<file path="config.mk">
export PLATFORM = sky130hd
export DESIGN_NAME = button_debouncer
export DESIGN_NICKNAME = d
export VERILOG_FILES = /design/src/rtl/button_debouncer.sv
export SDC_FILE = /design/constraint.sdc
export NUM_CORES = 1
export LEC_CHECK = 0
export BUFFER_PORTS_ARGS = -buffer_cell sky130_fd_sc_hd__buf_2
export CORE_AREA = 2 2 131 133
export CTS_CLUSTER_SIZE = 25
export DETAILED_ROUTE_END_ITERATION = 10
export DIE_AREA = 0 0 133 135
export PLACE_DENSITY = 0.71
export SYNTH_ARGS = -nofsm -noshare
export SYNTH_HDL_FRONTEND = slang
export SYNTH_SLANG_ARGS = --single-unit
</file>
<file path="constraint.sdc">
create_clock -name hwclk -period 1.7 [get_ports hwclk]
set_input_delay 0.51 -clock hwclk [delete_from_list [all_inputs] [get_ports hwclk]]
set_output_delay 0.51 -clock hwclk [all_outputs]
set_load 0.02 [all_outputs]
</file>
<file path="src/rtl/button_debouncer.sv">
// -----------------------------------------------------------------------------
// button_debouncer
//
// Conditions N_BTN raw push-button / switch pins for use by downstream logic
// (LED modes, menu control). Each pin passes through a two-flop synchroniser,
// is normalised so that 1 means "pressed", and is then debounced by a
// per-button counter and four-state FSM. The result is a clean level plus
// one-cycle press, release and long-press event pulses.
//
// Parameters
//   N_BTN           number of independent buttons
//   ACTIVE_LOW      1: raw pin reads 0 when pressed; 0: raw pin reads 1
//   DEBOUNCE_CYCLES stable hwclk cycles needed to accept a level change (>= 2)
//   LONG_CYCLES     hwclk cycles a debounced press is held before btn_long (>= 2)
//
// Ports
//   hwclk          in   system clock, all logic on its rising edge
//   rst            in   synchronous, active-high reset
//   btn_raw        in   [N_BTN] asynchronous raw button pins
//   btn_state      out  [N_BTN] debounced level, 1 = pressed
//   btn_press      out  [N_BTN] one-cycle pulse on accepted press
//   btn_release    out  [N_BTN] one-cycle pulse on accepted release
//   btn_long       out  [N_BTN] one-cycle pulse when hold reaches LONG_CYCLES
//   btn_held_long  out  [N_BTN] high from the btn_long pulse until release
//
// All outputs come straight from flops; there is no combinational path from
// btn_raw to any output.
// -----------------------------------------------------------------------------
module button_debouncer #(
  parameter int N_BTN           = 4,
  parameter bit ACTIVE_LOW      = 1'b1,
  parameter int DEBOUNCE_CYCLES = 262144,
  parameter int LONG_CYCLES     = 8388608
) (
  input  logic             hwclk,
  input  logic             rst,
  input  logic [N_BTN-1:0] btn_raw,
  output logic [N_BTN-1:0] btn_state,
  output logic [N_BTN-1:0] btn_press,
  output logic [N_BTN-1:0] btn_release,
  output logic [N_BTN-1:0] btn_long,
  output logic [N_BTN-1:0] btn_held_long
);

  // Debounce counter only needs to reach DEBOUNCE_CYCLES-1; the hold counter
  // must be able to sit at LONG_CYCLES once saturated.
  localparam int DB_W   = $clog2(DEBOUNCE_CYCLES);
  localparam int HOLD_W = $clog2(LONG_CYCLES + 1);

  localparam logic [DB_W-1:0]   DB_ONE    = DB_W'(1);
  localparam logic [DB_W-1:0]   DB_LAST   = DB_W'(DEBOUNCE_CYCLES - 1);
  localparam logic [HOLD_W-1:0] HOLD_ONE  = HOLD_W'(1);
  localparam logic [HOLD_W-1:0] HOLD_LAST = HOLD_W'(LONG_CYCLES - 1);
  localparam logic [HOLD_W-1:0] HOLD_MAX  = HOLD_W'(LONG_CYCLES);

  // Raw pin level that corresponds to a released button.
  localparam logic [N_BTN-1:0] RELEASED_LEVEL = {N_BTN{ACTIVE_LOW}};

  typedef enum logic [1:0] {
    ST_RELEASED     = 2'd0,
    ST_PRESS_PEND   = 2'd1,
    ST_PRESSED      = 2'd2,
    ST_RELEASE_PEND = 2'd3
  } db_state_t;

  // ---------------------------------------------------------------------------
  // Two-flop synchroniser. Both stages reset to the released level so that a
  // button held through reset must re-qualify from scratch.
  // ---------------------------------------------------------------------------
  logic [N_BTN-1:0] sync1_reg;
  logic [N_BTN-1:0] sync2_reg;
  logic [N_BTN-1:0] synced;

  always_ff @(posedge hwclk) begin
    if (rst) begin
      sync1_reg <= RELEASED_LEVEL;
      sync2_reg <= RELEASED_LEVEL;
    end else begin
      sync1_reg <= btn_raw;
      sync2_reg <= sync1_reg;
    end
  end

  // Polarity normalisation after the second flop: XOR with the released
  // level turns "released" into 0 and "pressed" into 1 for either polarity.
  assign synced = sync2_reg ^ RELEASED_LEVEL;

  // ---------------------------------------------------------------------------
  // Per-button debounce FSM and long-press tracking. Bits are fully
  // independent, so any combination may pulse in the same cycle.
  // ---------------------------------------------------------------------------
  for (genvar gi = 0; gi < N_BTN; gi++) begin : g_btn

    db_state_t         fsm_reg;
    logic [DB_W-1:0]   db_cnt_reg;
    logic [HOLD_W-1:0] hold_cnt_reg;
    logic              state_reg;
    logic              press_reg;
    logic              release_reg;
    logic              long_reg;
    logic              held_long_reg;

    logic              db_done;
    logic              releasing;

    // The counter has seen DEBOUNCE_CYCLES-1 differing samples already; one
    // more differing sample accepts the change.
    assign db_done = (db_cnt_reg == DB_LAST);

    // True on the edge that accepts a release; used to clear the long-press
    // level on the same edge as btn_release.
    assign releasing = (fsm_reg == ST_RELEASE_PEND) && !synced[gi] && db_done;

    // Debounce FSM. state_reg mirrors "PRESSED or RELEASE_PEND" but is kept
    // as its own flop so btn_state is a registered output.
    always_ff @(posedge hwclk) begin
      if (rst) begin
        fsm_reg     <= ST_RELEASED;
        db_cnt_reg  <= '0;
        state_reg   <= 1'b0;
        press_reg   <= 1'b0;
        release_reg <= 1'b0;
      end else begin
        press_reg   <= 1'b0;
        release_reg <= 1'b0;
        case (fsm_reg)
          ST_RELEASED: begin
            if (synced[gi]) begin
              // First differing sample already counts toward the total.
              fsm_reg    <= ST_PRESS_PEND;
              db_cnt_reg <= db_cnt_reg + DB_ONE;
            end else begin
              db_cnt_reg <= '0;
            end
          end
          ST_PRESS_PEND: begin
            if (!synced[gi]) begin
              // Bounce back to released before qualifying: discard.
              fsm_reg    <= ST_RELEASED;
              db_cnt_reg <= '0;
            end else if (db_done) begin
              fsm_reg    <= ST_PRESSED;
              db_cnt_reg <= '0;
              state_reg  <= 1'b1;
              press_reg  <= 1'b1;
            end else begin
              db_cnt_reg <= db_cnt_reg + DB_ONE;
            end
          end
          ST_PRESSED: begin
            if (!synced[gi]) begin
              fsm_reg    <= ST_RELEASE_PEND;
              db_cnt_reg <= db_cnt_reg + DB_ONE;
            end else begin
              db_cnt_reg <= '0;
            end
          end
          ST_RELEASE_PEND: begin
            if (synced[gi]) begin
              // Bounce back to pressed: the hold counter is unaffected
              // because btn_state never dropped.
              fsm_reg    <= ST_PRESSED;
              db_cnt_reg <= '0;
            end else if (db_done) begin
              fsm_reg     <= ST_RELEASED;
              db_cnt_reg  <= '0;
              state_reg   <= 1'b0;
              release_reg <= 1'b1;
            end else begin
              db_cnt_reg <= db_cnt_reg + DB_ONE;
            end
          end
          default: begin
            fsm_reg    <= ST_RELEASED;
            db_cnt_reg <= '0;
            state_reg  <= 1'b0;
          end
        endcase
      end
    end

    // Hold counter and long-press outputs. The counter looks at the current
    // registered btn_state, so it is still 0 on the edge btn_state rises and
    // reaches LONG_CYCLES exactly LONG_CYCLES edges after the press pulse.
    always_ff @(posedge hwclk) begin
      if (rst) begin
        hold_cnt_reg  <= '0;
        long_reg      <= 1'b0;
        held_long_reg <= 1'b0;
      end else begin
        long_reg <= 1'b0;

        if (!state_reg) begin
          hold_cnt_reg <= '0;
        end else if (hold_cnt_reg != HOLD_MAX) begin
          hold_cnt_reg <= hold_cnt_reg + HOLD_ONE;
        end

        // Saturation guarantees the LONG_CYCLES-1 -> LONG_CYCLES step happens
        // at most once per press, hence a single btn_long pulse. A release
        // accepted on that very edge takes priority.
        if (releasing || !state_reg) begin
          held_long_reg <= 1'b0;
        end else if (hold_cnt_reg == HOLD_LAST) begin
          long_reg      <= 1'b1;
          held_long_reg <= 1'b1;
        end
      end
    end

    assign btn_state[gi]     = state_reg;
    assign btn_press[gi]     = press_reg;
    assign btn_release[gi]   = release_reg;
    assign btn_long[gi]      = long_reg;
    assign btn_held_long[gi] = held_long_reg;

  end : g_btn

endmodule

</file>
# Word level (Yosys, flattened, before mapping)
# Cells that the tools add are included.
[classes]
n_addsub = 8
reduce_logical = 52
eq_ne = 56
bitwise = 17
n_mux = 80
[op_table]
columns = ["operator", "n"]
rows = [
  ["$mux W18", 20],
  ["$pmux W18 S4", 4],
  ["$add A24 B1 Y24 const B", 4],
  ["$eq A24 B23 Y1 const B", 4],
  ["$ne A24 B24 Y1 const B", 4],
  ["$add A18 B1 Y18 const B", 4],
  ["$eq A18 B18 Y1 const B", 4],
  ["$mux W2", 24],
  ["$ne A2 B2 Y1 const B", 24],
  ["$pmux W2 S4", 4],
  ["$mux W1", 24],
  ["$ne A3 B3 Y1 const B", 8],
  ["$reduce_or A3 Y1", 8],
  ["$reduce_and A5 Y1", 4],
  ["$eq A2 B2 Y1 const B", 8],
  ["$not A1 Y1", 16],
  ["$reduce_and A4 Y1", 4],
  ["$reduce_or A2 Y1", 8],
  ["$eq A2 B1 Y1 const B", 4],
  ["$logic_and A1 B1 Y1", 8],
  ["$logic_not A1 Y1", 8],
  ["$logic_not A2 Y1", 4],
  ["$pmux W1 S2", 4],
  ["$reduce_bool A2 Y1", 4],
  ["other kinds (2)", 5],
]
[totals]
output_inout_bits = 20
elab_cells = 247
input_bits = 6
ff_bits = 204

# Depth between registers and ports, before layout
# Gate-level depths: netlist of the first run.
[depth]
word_depth = 6
mapped_depth = 9

# Worst setup path before layout of the first run
# Ideal clock, no wire load.
[synth_path]
path_type = "reg-to-reg"
startpoint = "reg g_btn[0].db_cnt_reg[0]"
endpoint = "reg g_btn[0].db_cnt_reg[9]"
n_path_buf = 2
path_slack_ns = -0.130
setup_ns = 0.115
t_required_ns = 1.585
path_stages_with_launch = 9
t_arrival_ns = 1.716
path_cell_list = "dfxtp_1 > ha_1 > nand4_1 > nor3_1 > and3_1 > or2_1 > buf_2 > buf_4 > nor2_1"
[synth_via]
elab_chain_cells = 4
[synth_rtl]
columns = ["element", "line_no", "source"]
rows = [
  ["start: declaration", "95", "logic [DB_W-1:0] db_cnt_reg;"],
  ["start signal: assignment", "131", "db_cnt_reg <= db_cnt_reg + DB_ONE;"],
  ["start signal: assignment", "147", "db_cnt_reg <= db_cnt_reg + DB_ONE;"],
  ["start signal: assignment", "153", "db_cnt_reg <= db_cnt_reg + DB_ONE;"],
  ["$add A18 B1 Y18 / $eq A18 B18 Y1 (equally long branches)", "n/a", ""],
  ["$mux W18", "141, 164", ""],
  ["$mux W18 (on tied branches)", "159, 137", ""],
  ["$pmux W18 S4 (*)", "126", "case (fsm_reg)"],
]
# Every way passes the cells marked *; elsewhere a longest branch is shown, timed or not.
# A chain may end at the register's enable or synchronous reset.

# Worst setup path in the final report of the first run
[layout_path]
startpoint = "reg g_btn[2].db_cnt_reg[12]"
endpoint = "reg g_btn[2].state_reg"
[layout_via]
elab_chain_cells = 3
[layout_rtl]
columns = ["element", "line_no", "source"]
rows = [
  ["start: declaration", "95", ""],
  ["start signal: assignment", "131", ""],
  ["start signal: assignment", "147", ""],
  ["start signal: assignment", "153", ""],
  ["$eq A18 B18 Y1 (*)", "108", "assign db_done = (db_cnt_reg == DB_LAST);"],
  ["$ne A2 B2 Y1 (no line)", "n/a", ""],
  ["$reduce_and A5 Y1 (no line) (*)", "n/a", ""],
  ["end signal: assignment", "120", "state_reg <= 1'b0;"],
  ["end signal: assignment", "144", "state_reg <= 1'b1;"],
  ["end signal: assignment", "167", "state_reg <= 1'b0;"],
  ["end: declaration", "97", "logic state_reg;"],
]
# Marks and branches as above.

==> metrics.txt, run 1 <==
register area share after synthesis 0.4582; Netlist cell types just under 50; post-layout util 0.6614; effective utilization at floorplan 0.5432; grt met3 use 0.03303; Yosys reg bits 204; Post-Layout Cell Count between 1000 and 1500; Remaining DRCs 0; iteration count of the initial detailed-routing pass 5; drt wl/cell 12.89 um; Hold Buf Count CTS 0; EDFF count, synth 0; CP Launch Type flop; # nets final 1142; Post-DRT Antenna Nets 0; Post-DP HPWL 11610 um; Setup TNS 0 ns; asr flop ratio synth 0; worst rel slew slack 0.6613; largest net degree at the start of global routing 28; crit end category flop; Mean Syn Cell Area 8.720 um2; I/O Pins 26; Worst Path Required 2.07 ns; cell accounting for the most synthesized area dfxtp_1; WHS 0.1903 ns; vias in the first global route 6673; total clock sinks 204; ys flop type dfxtp_1; RSZ-0062 raised after global routing true; GR peak layer met2; Inserted Diodes 0; Clock Tree Root clkbuf_16; placed cell area 9798 um2; Worst-Margin Slew slightly above 0.5 ns; vias 7006; Yosys warning total 0; Setup Skew 0.008325 ns; Die Height 135 um; Max Slew Vio Count 0; H-Tree Depth 1; Pleak 3.780 nW; Post-synth top cells 204 x dfxtp_1, 199 x nor2_1, 72 x xnor2_1, 71 x xor2_1, 58 x nand2_1; Yosys top cell area share 0.4582; CP Max Fanout 4; core area 16410 um2; via/cell ratio 5.155; Achievable Freq 604.5 MHz; final setup fails 0; initial antenna violation count 0; Port Buffers 25; status finished, final reports clean; synthesized instance count between 1000 and 1500; GRT Overall Usage 0.1899; Placement Setup Slack -0.06537 ns; power density over the cells 890.8 nW/um2; Power, Total 9.667 mW; # rows 47; full die area 17960 um2; total grt overflow 0; GR Util met1 0.2458; final hold violations 0; Worst-path clk slew 0.06 ns; P&R area growth vs syn 21.76%; Die W 133 um; Worst-Skew Late Latency ~0.51 ns; design area 10850 um2; top cells by area, synth dfxtp_1 46%, nor2_1 8.4%, xnor2_1 7.1%; Mapped Area a little under 9000 um2; Cells after DPL roughly 1300; maximum VDD drop ~800 uV; HP Class in2reg; Mapped Nets between 1000 and 1500; maximum capacitance violations 0; arrival time worst endpoint 2.03 ns; GPL Wtd Cong 0.8099; first-pass GRT wire length 29240 um; final worst-path cycle share 0.9730; final WL 17520 um; min Tclk post-route 1.654 ns; count leader, synth dfxtp_1; GR Util met2 0.3276; Longest Clk Path Bufs 3; post-route setup slack 0.04584 ns; CP Class reg2reg; max reg flops 96; CTS tree built; Starting DRT DRC Count 423; fraction of layout cells with a size suffix above 1 0.2177; CTS Buf Count 23
==> per-layer routing <==
layer	wire, um	vias to the layer above
li1	-	3645
met1	8213	3249
met2	8393	82
met3	511	30
met4	403	0
met5	0	-
==> cell usage in the layout, fill, tap and decap left out, drive strengths merged, types with 2 or more instances in the layout <==
cell type / instances
or4: 2
xor2: 71
a21oi: 19
a21o: 5
dfxtp: 204
or3: 12
a211oi: 2
clkinv: 5
o21ai: 12
clkbuf: 33
nand2b: 9
nor4: 30
and3: 17
nor3: 33
xnor2: 72
and4: 17
inv: 38
nand4: 51
ha: 12
and2: 5
mux2i: 6
a31oi: 2
buf: 126
nor2: 199
or3b: 3
nand3: 58
nor2b: 4
nand2: 58
or2: 17
nor4b: 7
==> final timing paths <==
| kind | slack, ns | depth (start not counted) | startpoint | endpoint |
|---|---|---|---|---|
| worst max register to register | 0.05 | 7 | g_btn[2].db_cnt_reg[12]$_SDFF_PP0_ | g_btn[2].state_reg$_SDFFE_PP0P_ |
| worst min register to register | 0.41 | 1 | sync1_reg[0]$_SDFF_PP1_ | sync2_reg[0]$_SDFF_PP1_ |
| worst min-delay path | 0.19 | 2 | btn_raw[0] | sync1_reg[0]$_SDFF_PP1_ |
| worst max-delay path | 0.05 | 7 | g_btn[2].db_cnt_reg[12]$_SDFF_PP0_ | g_btn[2].state_reg$_SDFFE_PP0P_ |
==> final cells by class <==
| type | instances | area [um2] |
|---|---|---|
| clock inverter | 8 | 71.32 |
| fill | 1308 | 5555 |
| clock buffer | 32 | 639.4 |
| timing repair buffer | 127 | 996.0 |
| multi-input combinational | 731 | 4619 |
| tap | 220 | 275.3 |
| inverter | 37 | 138.9 |
| sequential | 204 | 4111 |
==> report_power, final <==
| part | leakage (nW) | switching, mW | internal, mW | total, mW |
|---|---|---|---|---|
| clock network | 0.350 | 1.88 | 2.77 | 4.65 |
| logic | 1.77 | 0.105 | 0.0831 | 0.189 |
| registers | 1.66 | 0.0203 | 4.81 | 4.83 |
| total | 3.78 | 2.01 | 7.66 | 9.67 |
==> cells by family (layout without fill, tap and decap cells) <==
kind of cell / count (synthesis) / in the layout / synth area share
simple gates: 524 / 524 / 0.2979
flops: 204 / 204 / 0.4582
xor+xnor: 143 / 143 / 0.1405
buf+inv: 87 / 204 / 0.04871
compound gates: 46 / 46 / 0.03103
fa+ha+maj: 12 / 12 / 0.01685
mux: 6 / 6 / 0.006739
==> critical path: stages (launching register included) <==
cell     delay (ns)
dfxtp_1        0.35
nand4_1        0.21
buf_4          0.21
nor4_4         0.15
nand4_1        0.18
buf_4          0.19
mux2i_1        0.15
a21oi_1        0.08
==> repair_timing <==
action,CTS,global route
setup buffers,0,15
pin swaps,1,24
gates cloned,0,1
resized for setup,2,59
endpoints found under the setup margin,27,79
hold endpoints to repair,0,0
No activity file was read; power rests on OpenSTA's default activity.
==> inputs of run 2 (changes only) <==
--- a/config.mk
+++ b/config.mk
@@ -10,6 +10,7 @@
 export CTS_CLUSTER_SIZE = 25
 export DETAILED_ROUTE_END_ITERATION = 10
 export DIE_AREA = 0 0 133 135
+export GPL_TIMING_DRIVEN = 0
 export PLACE_DENSITY = 0.71
 export SYNTH_ARGS = -nofsm -noshare
 export SYNTH_HDL_FRONTEND = slang
==> run 2 against run 1 <==
  * The run now ends with negative setup slack left
  * Core utilization rose by 1.4 points
  * Via count grew 0.74%
  * Total power increased by 2.8%
  * Register-to-register slack worse by 0.12 ns
  * Cell count is 0.66% lower
  * Critical path depth grew 1
==> metrics.txt, run 2 (synthesis gave the netlist of run 1 again) <==
status finished, violations left (was finished, final reports clean); violated checks negative setup slack; drt wl/cell 13.31 um (was 12.89 um); RSZ-0062 raised after global routing true (unchanged); GPL Wtd Cong 0.7969 (was 0.8099); total grt overflow 0 (unchanged); via/cell ratio 5.228 (was 5.155); final-layout fill cell count 1296 (was 1308); final WL 17970 um (was 17520 um); final worst-path cycle share 1.041 (was 0.9730); reg2reg start g_btn[0].db_cnt_reg[1]$_SDFF_PP0_ (was g_btn[2].db_cnt_reg[12]$_SDFF_PP0_); Power, Total 9.937 mW (was 9.667 mW); Post-Layout Cell Count 1350 (was 1359); CTS Buf Count 23 (unchanged); Internal Pwr Total 7.843 mW (was 7.657 mW); Max Slew Vio Count 0 (unchanged); Hold Buf Count CTS 0 (unchanged); Psw 2.094 mW (was 2.010 mW); full die area 17960 um2 (unchanged); commonest non-fill, non-tap cell in the layout nor2_1 (unchanged); first-pass GRT wire length 28550 um (was 29240 um); Inserted Diodes 0 (unchanged); Slowest-stage cell, CP dfxtp_4 (was dfxtp_1); I/O Pins 26 (unchanged); maximum VDD drop 855.2 uV (was 804.1 uV); Critical R2R Capture g_btn[0].db_cnt_reg[0]$_SDFF_PP0_ (was g_btn[2].state_reg$_SDFFE_PP0P_); launch point of the worst path g_btn[0].db_cnt_reg[1]$_SDFF_PP0_ (was g_btn[2].db_cnt_reg[12]$_SDFF_PP0_); CP Max Fanout 8 (was 4); CP Class reg2reg (unchanged); effective utilization at floorplan 0.5432 (unchanged); final hold violations 0 (unchanged); worst rel slew slack 0.6621 (was 0.6613); fraction of layout cells with a size suffix above 1 0.2558 (was 0.2177); Worst-Margin Slew 0.5068 ns (was 0.5081 ns); Cell Chain, Critical Path ha_4 > nand4_1 > buf_4 > nor3_4 > and3_4 > or2_4 > buf_12 > nor2_2 (was nand4_1 > buf_4 > nor4_4 > nand4_1 > buf_4 > mux2i_1 > a21oi_1); Clock Tree Root clkbuf_16 (unchanged); iteration count of the initial detailed-routing pass 4 (was 5); total clock sinks 204 (unchanged); Cells after DPL 1267 (was 1303); Achievable Freq 564.9 MHz (was 604.5 MHz); Switching Fraction 0.2107 (was 0.2080); Setup Skew 0.01991 ns (was 0.008325 ns); Worst-path clk slew 0.06 ns (about the same); HP Class in2reg (unchanged); vias in the first global route 6371 (was 6673); power density over the cells 897.1 nW/um2 (was 890.8 nW/um2); WHS 0.1764 ns (was 0.1903 ns); GRT Overall Usage 0.1864 (was 0.1899); R2R setup slack -0.07 ns (was 0.05 ns); crit end category flop (unchanged); Remaining DRCs 0 (unchanged); Die W 133 um (unchanged); Worst Path Required 2.10 ns (was 2.07 ns); Port Buffers 25 (unchanged); max reg flops 96 (unchanged); most frequent cells in the layout 182 x nor2_1, 148 x dfxtp_1, 72 x xnor2_1 (was 190 x nor2_1, 186 x dfxtp_1, 94 x buf_4); min Tclk post-route 1.770 ns (was 1.654 ns); Worst R2R Path Depth 8 (was 7); arrival time worst endpoint 2.17 ns (was 2.03 ns); H-Tree Depth 1 (unchanged); worst setup path end g_btn[0].db_cnt_reg[0]$_SDFF_PP0_ (was g_btn[2].state_reg$_SDFFE_PP0P_); Die Height 135 um (unchanged); logic gate share of total power 0.019 (was 0.020); Pleak 3.849 nW (was 3.780 nW); # nets final 1131 (was 1142); power share of the sequential group 0.484 (was 0.499); Placement Setup Slack -0.5632 ns (was -0.06537 ns); # rows 47 (unchanged); Longest Clk Path Bufs 3 (unchanged); Setup TNS -0.6680 ns (was 0 ns); Worst-Skew Late Latency 0.52 ns (was 0.51 ns); CTS tree built (unchanged); Max stage delay on crit path 0.36 ns (was 0.35 ns); final setup fails 17 (was 0); maximum capacitance violations 0 (unchanged); largest net degree at the start of global routing 17 (was 28); post-route setup slack -0.07024 ns (was 0.04584 ns); vias 7058 (was 7006); clock share of power 0.497 (was 0.481); Starting DRT DRC Count 277 (was 423); core area 16410 um2 (unchanged); placed cell area 9374 um2 (was 9798 um2); P&R area growth vs syn 24.29% (was 21.76%); post-layout util 0.6751 (was 0.6614); Post-DRT Antenna Nets 0 (unchanged); design area 11080 um2 (was 10850 um2); CP Launch Type flop (unchanged); initial antenna violation count 0 (unchanged); Post-DP HPWL 11020 um (was 11610 um)
[run 2: cell types whose count changed in the layout (fill, tap and decap cells not counted), moves of 8 or more]
cell	before	now
buf_4	94	62
clkbuf_1	6	19
dfxtp_1	186	148
dfxtp_2	16	43
dfxtp_4	2	13
nor2_1	190	182
nor2_4	1	11
[run 2: worst min path at each step]
stage                                  startpoint                      end  slack [ns]  cells after the start
after floorplan           sync1_reg[0]$_SDFF_PP1_  sync2_reg[0]$_SDFF_PP1_        0.39                      1
after CTS                              btn_raw[2]  sync1_reg[2]$_SDFF_PP1_        0.16                      2
final                                  btn_raw[2]  sync1_reg[2]$_SDFF_PP1_        0.18                      2
after detailed placement  sync1_reg[1]$_SDFF_PP1_  sync2_reg[1]$_SDFF_PP1_        0.39                      1
after global routing                   btn_raw[2]  sync1_reg[2]$_SDFF_PP1_        0.17                      2
after global placement    sync1_reg[1]$_SDFF_PP1_  sync2_reg[1]$_SDFF_PP1_        0.39                      1
[run 2: cell type report]
| cell class | count | area (um2) | share of cell area |
|---|---|---|---|
| Inverter | 37 | 138.9 | 0.01254 |
| Tap cell | 220 | 275.3 | 0.02485 |
| Buffer | 44 | 306.5 | 0.02767 |
| Timing Repair Buffer | 72 | 531.8 | 0.04801 |
| Clock buffer | 32 | 649.4 | 0.05862 |
| Sequential cell | 204 | 4187 | 0.3780 |
| Clock inverter | 10 | 107.6 | 0.009714 |
| Multi-Input combinational cell | 731 | 4881 | 0.4406 |
[run 2: repair_timing]
item | in CTS | in global routing
setup endpoints to repair | 148 | 111
hold endpoints to repair | 0 | 0
buffers inserted | 20 | 26
pin swaps | 16 | 39
gates cloned | 0 | 2
gates resized for setup | 44 | 140
[run 2: routing by layer]
metal,vias to the layer above,global-route usage,part of all wire
li1,3625,-,-
met1,3298,0.2480,0.47
met2,96,0.3100,0.47
met3,39,0.03228,0.036
met4,0,0.05974,0.024
met5,-,0,0
[run 2: critical path: cells and delay by family (launching register included)]
kind / cells / cell delay (ns)
fa+ha+maj: 1 / 0.13
buf+inv: 2 / 0.40
flops: 1 / 0.36
simple gates: 5 / 0.76
[run 2: power groups by stage]
stage | Combinational (mW) | Clock, mW | Sequential [mW]
global route | 0.206 | 5.21 | 4.81
global placement | 0.164 | 0 | 4.93
CTS | 0.165 | 5.04 | 4.83
detailed placement | 0.165 | 0 | 4.93
finish | 0.187 | 4.94 | 4.81
floorplan | 0.117 | 0 | 4.93
==> inputs of run 3 (changes only) <==
--- a/config.mk
+++ b/config.mk
@@ -6,12 +6,12 @@
 export NUM_CORES = 1
 export LEC_CHECK = 0
 export BUFFER_PORTS_ARGS = -buffer_cell sky130_fd_sc_hd__buf_2
-export CORE_AREA = 2 2 131 133
+export CORE_AREA = 2 2 140 142
 export CTS_CLUSTER_SIZE = 25
 export DETAILED_ROUTE_END_ITERATION = 10
-export DIE_AREA = 0 0 133 135
+export DIE_AREA = 0 0 142 144
 export GPL_TIMING_DRIVEN = 0
-export PLACE_DENSITY = 0.71
+export PLACE_DENSITY = 0.64
 export SYNTH_ARGS = -nofsm -noshare
 export SYNTH_HDL_FRONTEND = slang
 export SYNTH_SLANG_ARGS = --single-unit
==> run 3 against run 2 <==
  * The flow now finishes without violations
  * Register-to-register slack better by 0.10 ns
  * Critical path depth down 3
  * Sequential power is essentially flat
  * First-iteration DRC count up 7.2%
  * Maximum frequency rose by 6.0%
  * Total power is 0.26% higher
==> metrics.txt, run 3 (synthesis gave the netlist of run 1 again) <==
Max Slew Vio Count 0 (unchanged); final setup fails 0 (was 17); drt wl/cell 12.56 um (was 13.31 um); # rows 51 (was 47); fraction of layout cells with a size suffix above 1 0.2345 (was 0.2558); Longest Clk Path Bufs 3 (unchanged); maximum capacitance violations 0 (unchanged); I/O Pins 26 (unchanged); vias in the first global route 6046 (was 6371); H-Tree Depth 1 (unchanged); WHS 0.1975 ns (was 0.1764 ns); HP Class in2reg (unchanged); arrival time worst endpoint 2.11 ns (was 2.17 ns); final worst-path cycle share 0.9823 (was 1.041); initial antenna violation count 0 (unchanged); GRT Overall Usage 0.1612 (was 0.1864); min Tclk post-route 1.670 ns (was 1.770 ns); first-pass GRT wire length 27770 um (was 28550 um); max reg flops 96 (unchanged); CP Max Fanout 5 (was 8); Power, Total 9.963 mW (was 9.937 mW); # nets final 1133 (was 1131); effective utilization at floorplan 0.4671 (was 0.5432); P&R area growth vs syn 23.00% (was 24.29%); RSZ-0062 raised after global routing true (unchanged); final hold violations 0 (unchanged); commonest non-fill, non-tap cell in the layout nor2_1 (unchanged); CP Class reg2reg (unchanged); placed cell area 9397 um2 (was 9374 um2); Post-DP HPWL 11060 um (was 11020 um); Pleak 3.787 nW (was 3.849 nW); maximum VDD drop 768.3 uV (was 855.2 uV); post-layout util 0.5745 (was 0.6751); Cells after DPL 1285 (was 1267); full die area 20450 um2 (was 17960 um2); vias 6962 (was 7058); Worst-Skew Late Latency 0.50 ns (was 0.52 ns); core area 19080 um2 (was 16410 um2); Inserted Diodes 0 (unchanged); largest net degree at the start of global routing 17 (unchanged); Starting DRT DRC Count 297 (was 277); Setup Skew 0.008048 ns (was 0.01991 ns); design area 10960 um2 (was 11080 um2); Post-DRT Antenna Nets 0 (unchanged); Worst R2R Path Depth 5 (was 8); CTS tree built (unchanged); Die Height 144 um (was 135 um); crit end category flop (unchanged); Port Buffers 25 (unchanged); total grt overflow 0 (unchanged); CTS Buf Count 23 (unchanged); total clock sinks 204 (unchanged); Achievable Freq 598.8 MHz (was 564.9 MHz); most frequent cells in the layout 193 x nor2_1, 160 x dfxtp_1, 72 x xnor2_1 (was 182 x nor2_1, 148 x dfxtp_1, 72 x xnor2_1); CP Launch Type flop (unchanged); Post-Layout Cell Count 1368 (was 1350); Worst-Margin Slew 0.6875 ns (was 0.5068 ns); power density over the cells 908.9 nW/um2 (was 897.1 nW/um2); Remaining DRCs 0 (unchanged); GPL Wtd Cong 0.7705 (was 0.7969); final WL 17180 um (was 17970 um); Hold Path Stages 2 (unchanged); Worst-path clk slew 0.06 ns (about the same); iteration count of the initial detailed-routing pass 4 (unchanged); Hold Buf Count CTS 0 (unchanged); status finished, final reports clean (was finished, violations left); via/cell ratio 5.089 (was 5.228); Clock Tree Root clkbuf_16 (unchanged); Worst Path Required 2.14 ns (was 2.10 ns); Die W 142 um (was 133 um); worst rel slew slack 0.5417 (was 0.6621)
-- run 3: cell types whose count changed in the layout (fill, tap and decap cells not counted), moves of 5 or more --
cell | before | now
nor2_1 | 182 | 193
dfxtp_2 | 43 | 32
nor2_4 | 11 | 1
nor4_2 | 5 | 10
dfxtp_1 | 148 | 160
-- run 3: report_power, final --
| group | internal (mW) | total, mW | leakage (nW) | switching [mW] |
|---|---|---|---|---|
| logic | 0.0776 | 0.185 | 1.74 | 0.107 |
| clock network | 3.08 | 4.96 | 0.380 | 1.88 |
| registers | 4.79 | 4.81 | 1.67 | 0.0230 |
| total | 7.95 | 9.96 | 3.79 | 2.01 |
-- run 3: worst paths after layout --
path                                    startpoint                                  end  slack, ns
max          g_btn[0].hold_cnt_reg[8]$_SDFFE_PP0P_  g_btn[0].held_long_reg$_SDFFE_PP0P_       0.03
min                                     btn_raw[3]              sync1_reg[3]$_SDFF_PP1_       0.20
max reg2reg  g_btn[0].hold_cnt_reg[8]$_SDFFE_PP0P_  g_btn[0].held_long_reg$_SDFFE_PP0P_       0.03
min reg2reg                sync1_reg[0]$_SDFF_PP1_              sync2_reg[0]$_SDFF_PP1_       0.41
-- run 3: cell type report --
| type | count | area (um2) |
|---|---|---|
| timing repair buffer | 72 | 503.0 |
| fill | 1674 | 8118 |
| tap | 238 | 297.8 |
| multi-input combinational | 731 | 4785 |
| sequential | 204 | 4169 |
| buffer | 46 | 302.8 |
| clock buffer | 35 | 690.7 |
| inverter | 37 | 138.9 |
| clock inverter | 5 | 75.07 |
-- run 3: timing repair --
item                                    4_1_cts  5_1_grt
setup buffers                                22       23
endpoints found under the setup margin      151      106
resized for setup                            43       96
cloned                                        0        2
pin swaps                                    17       28
-- run 3: per-stage QoR --
step                      setup TNS [ns]  setup slack [ns]
final                                  0           0.03009
after global routing             -0.9199          -0.08035
after CTS                              0          0.001079
after detailed placement          -52.32           -0.5735
after global placement            -50.86           -0.5677
after floorplan                        0          0.003663
-- run 3: critical path, stage by stage, from the launching register on --
cell and delay (ns):
dfxtp_2 0.36, and4_4 0.23, nand2_2 0.09, or3_4 0.40, or3_4 0.39, a21oi_2 0.13
-- run 3: routing by layer --
| metal | part of all wire | wire (um) | global-route usage |
|---|---|---|---|
| met1 | 0.49 | 8436 | 0.2220 |
| met2 | 0.46 | 7819 | 0.2560 |
| met3 | 0.029 | 492 | 0.02881 |
| met4 | 0.025 | 433 | 0.05526 |
| met5 | 0 | 0 | 0 |
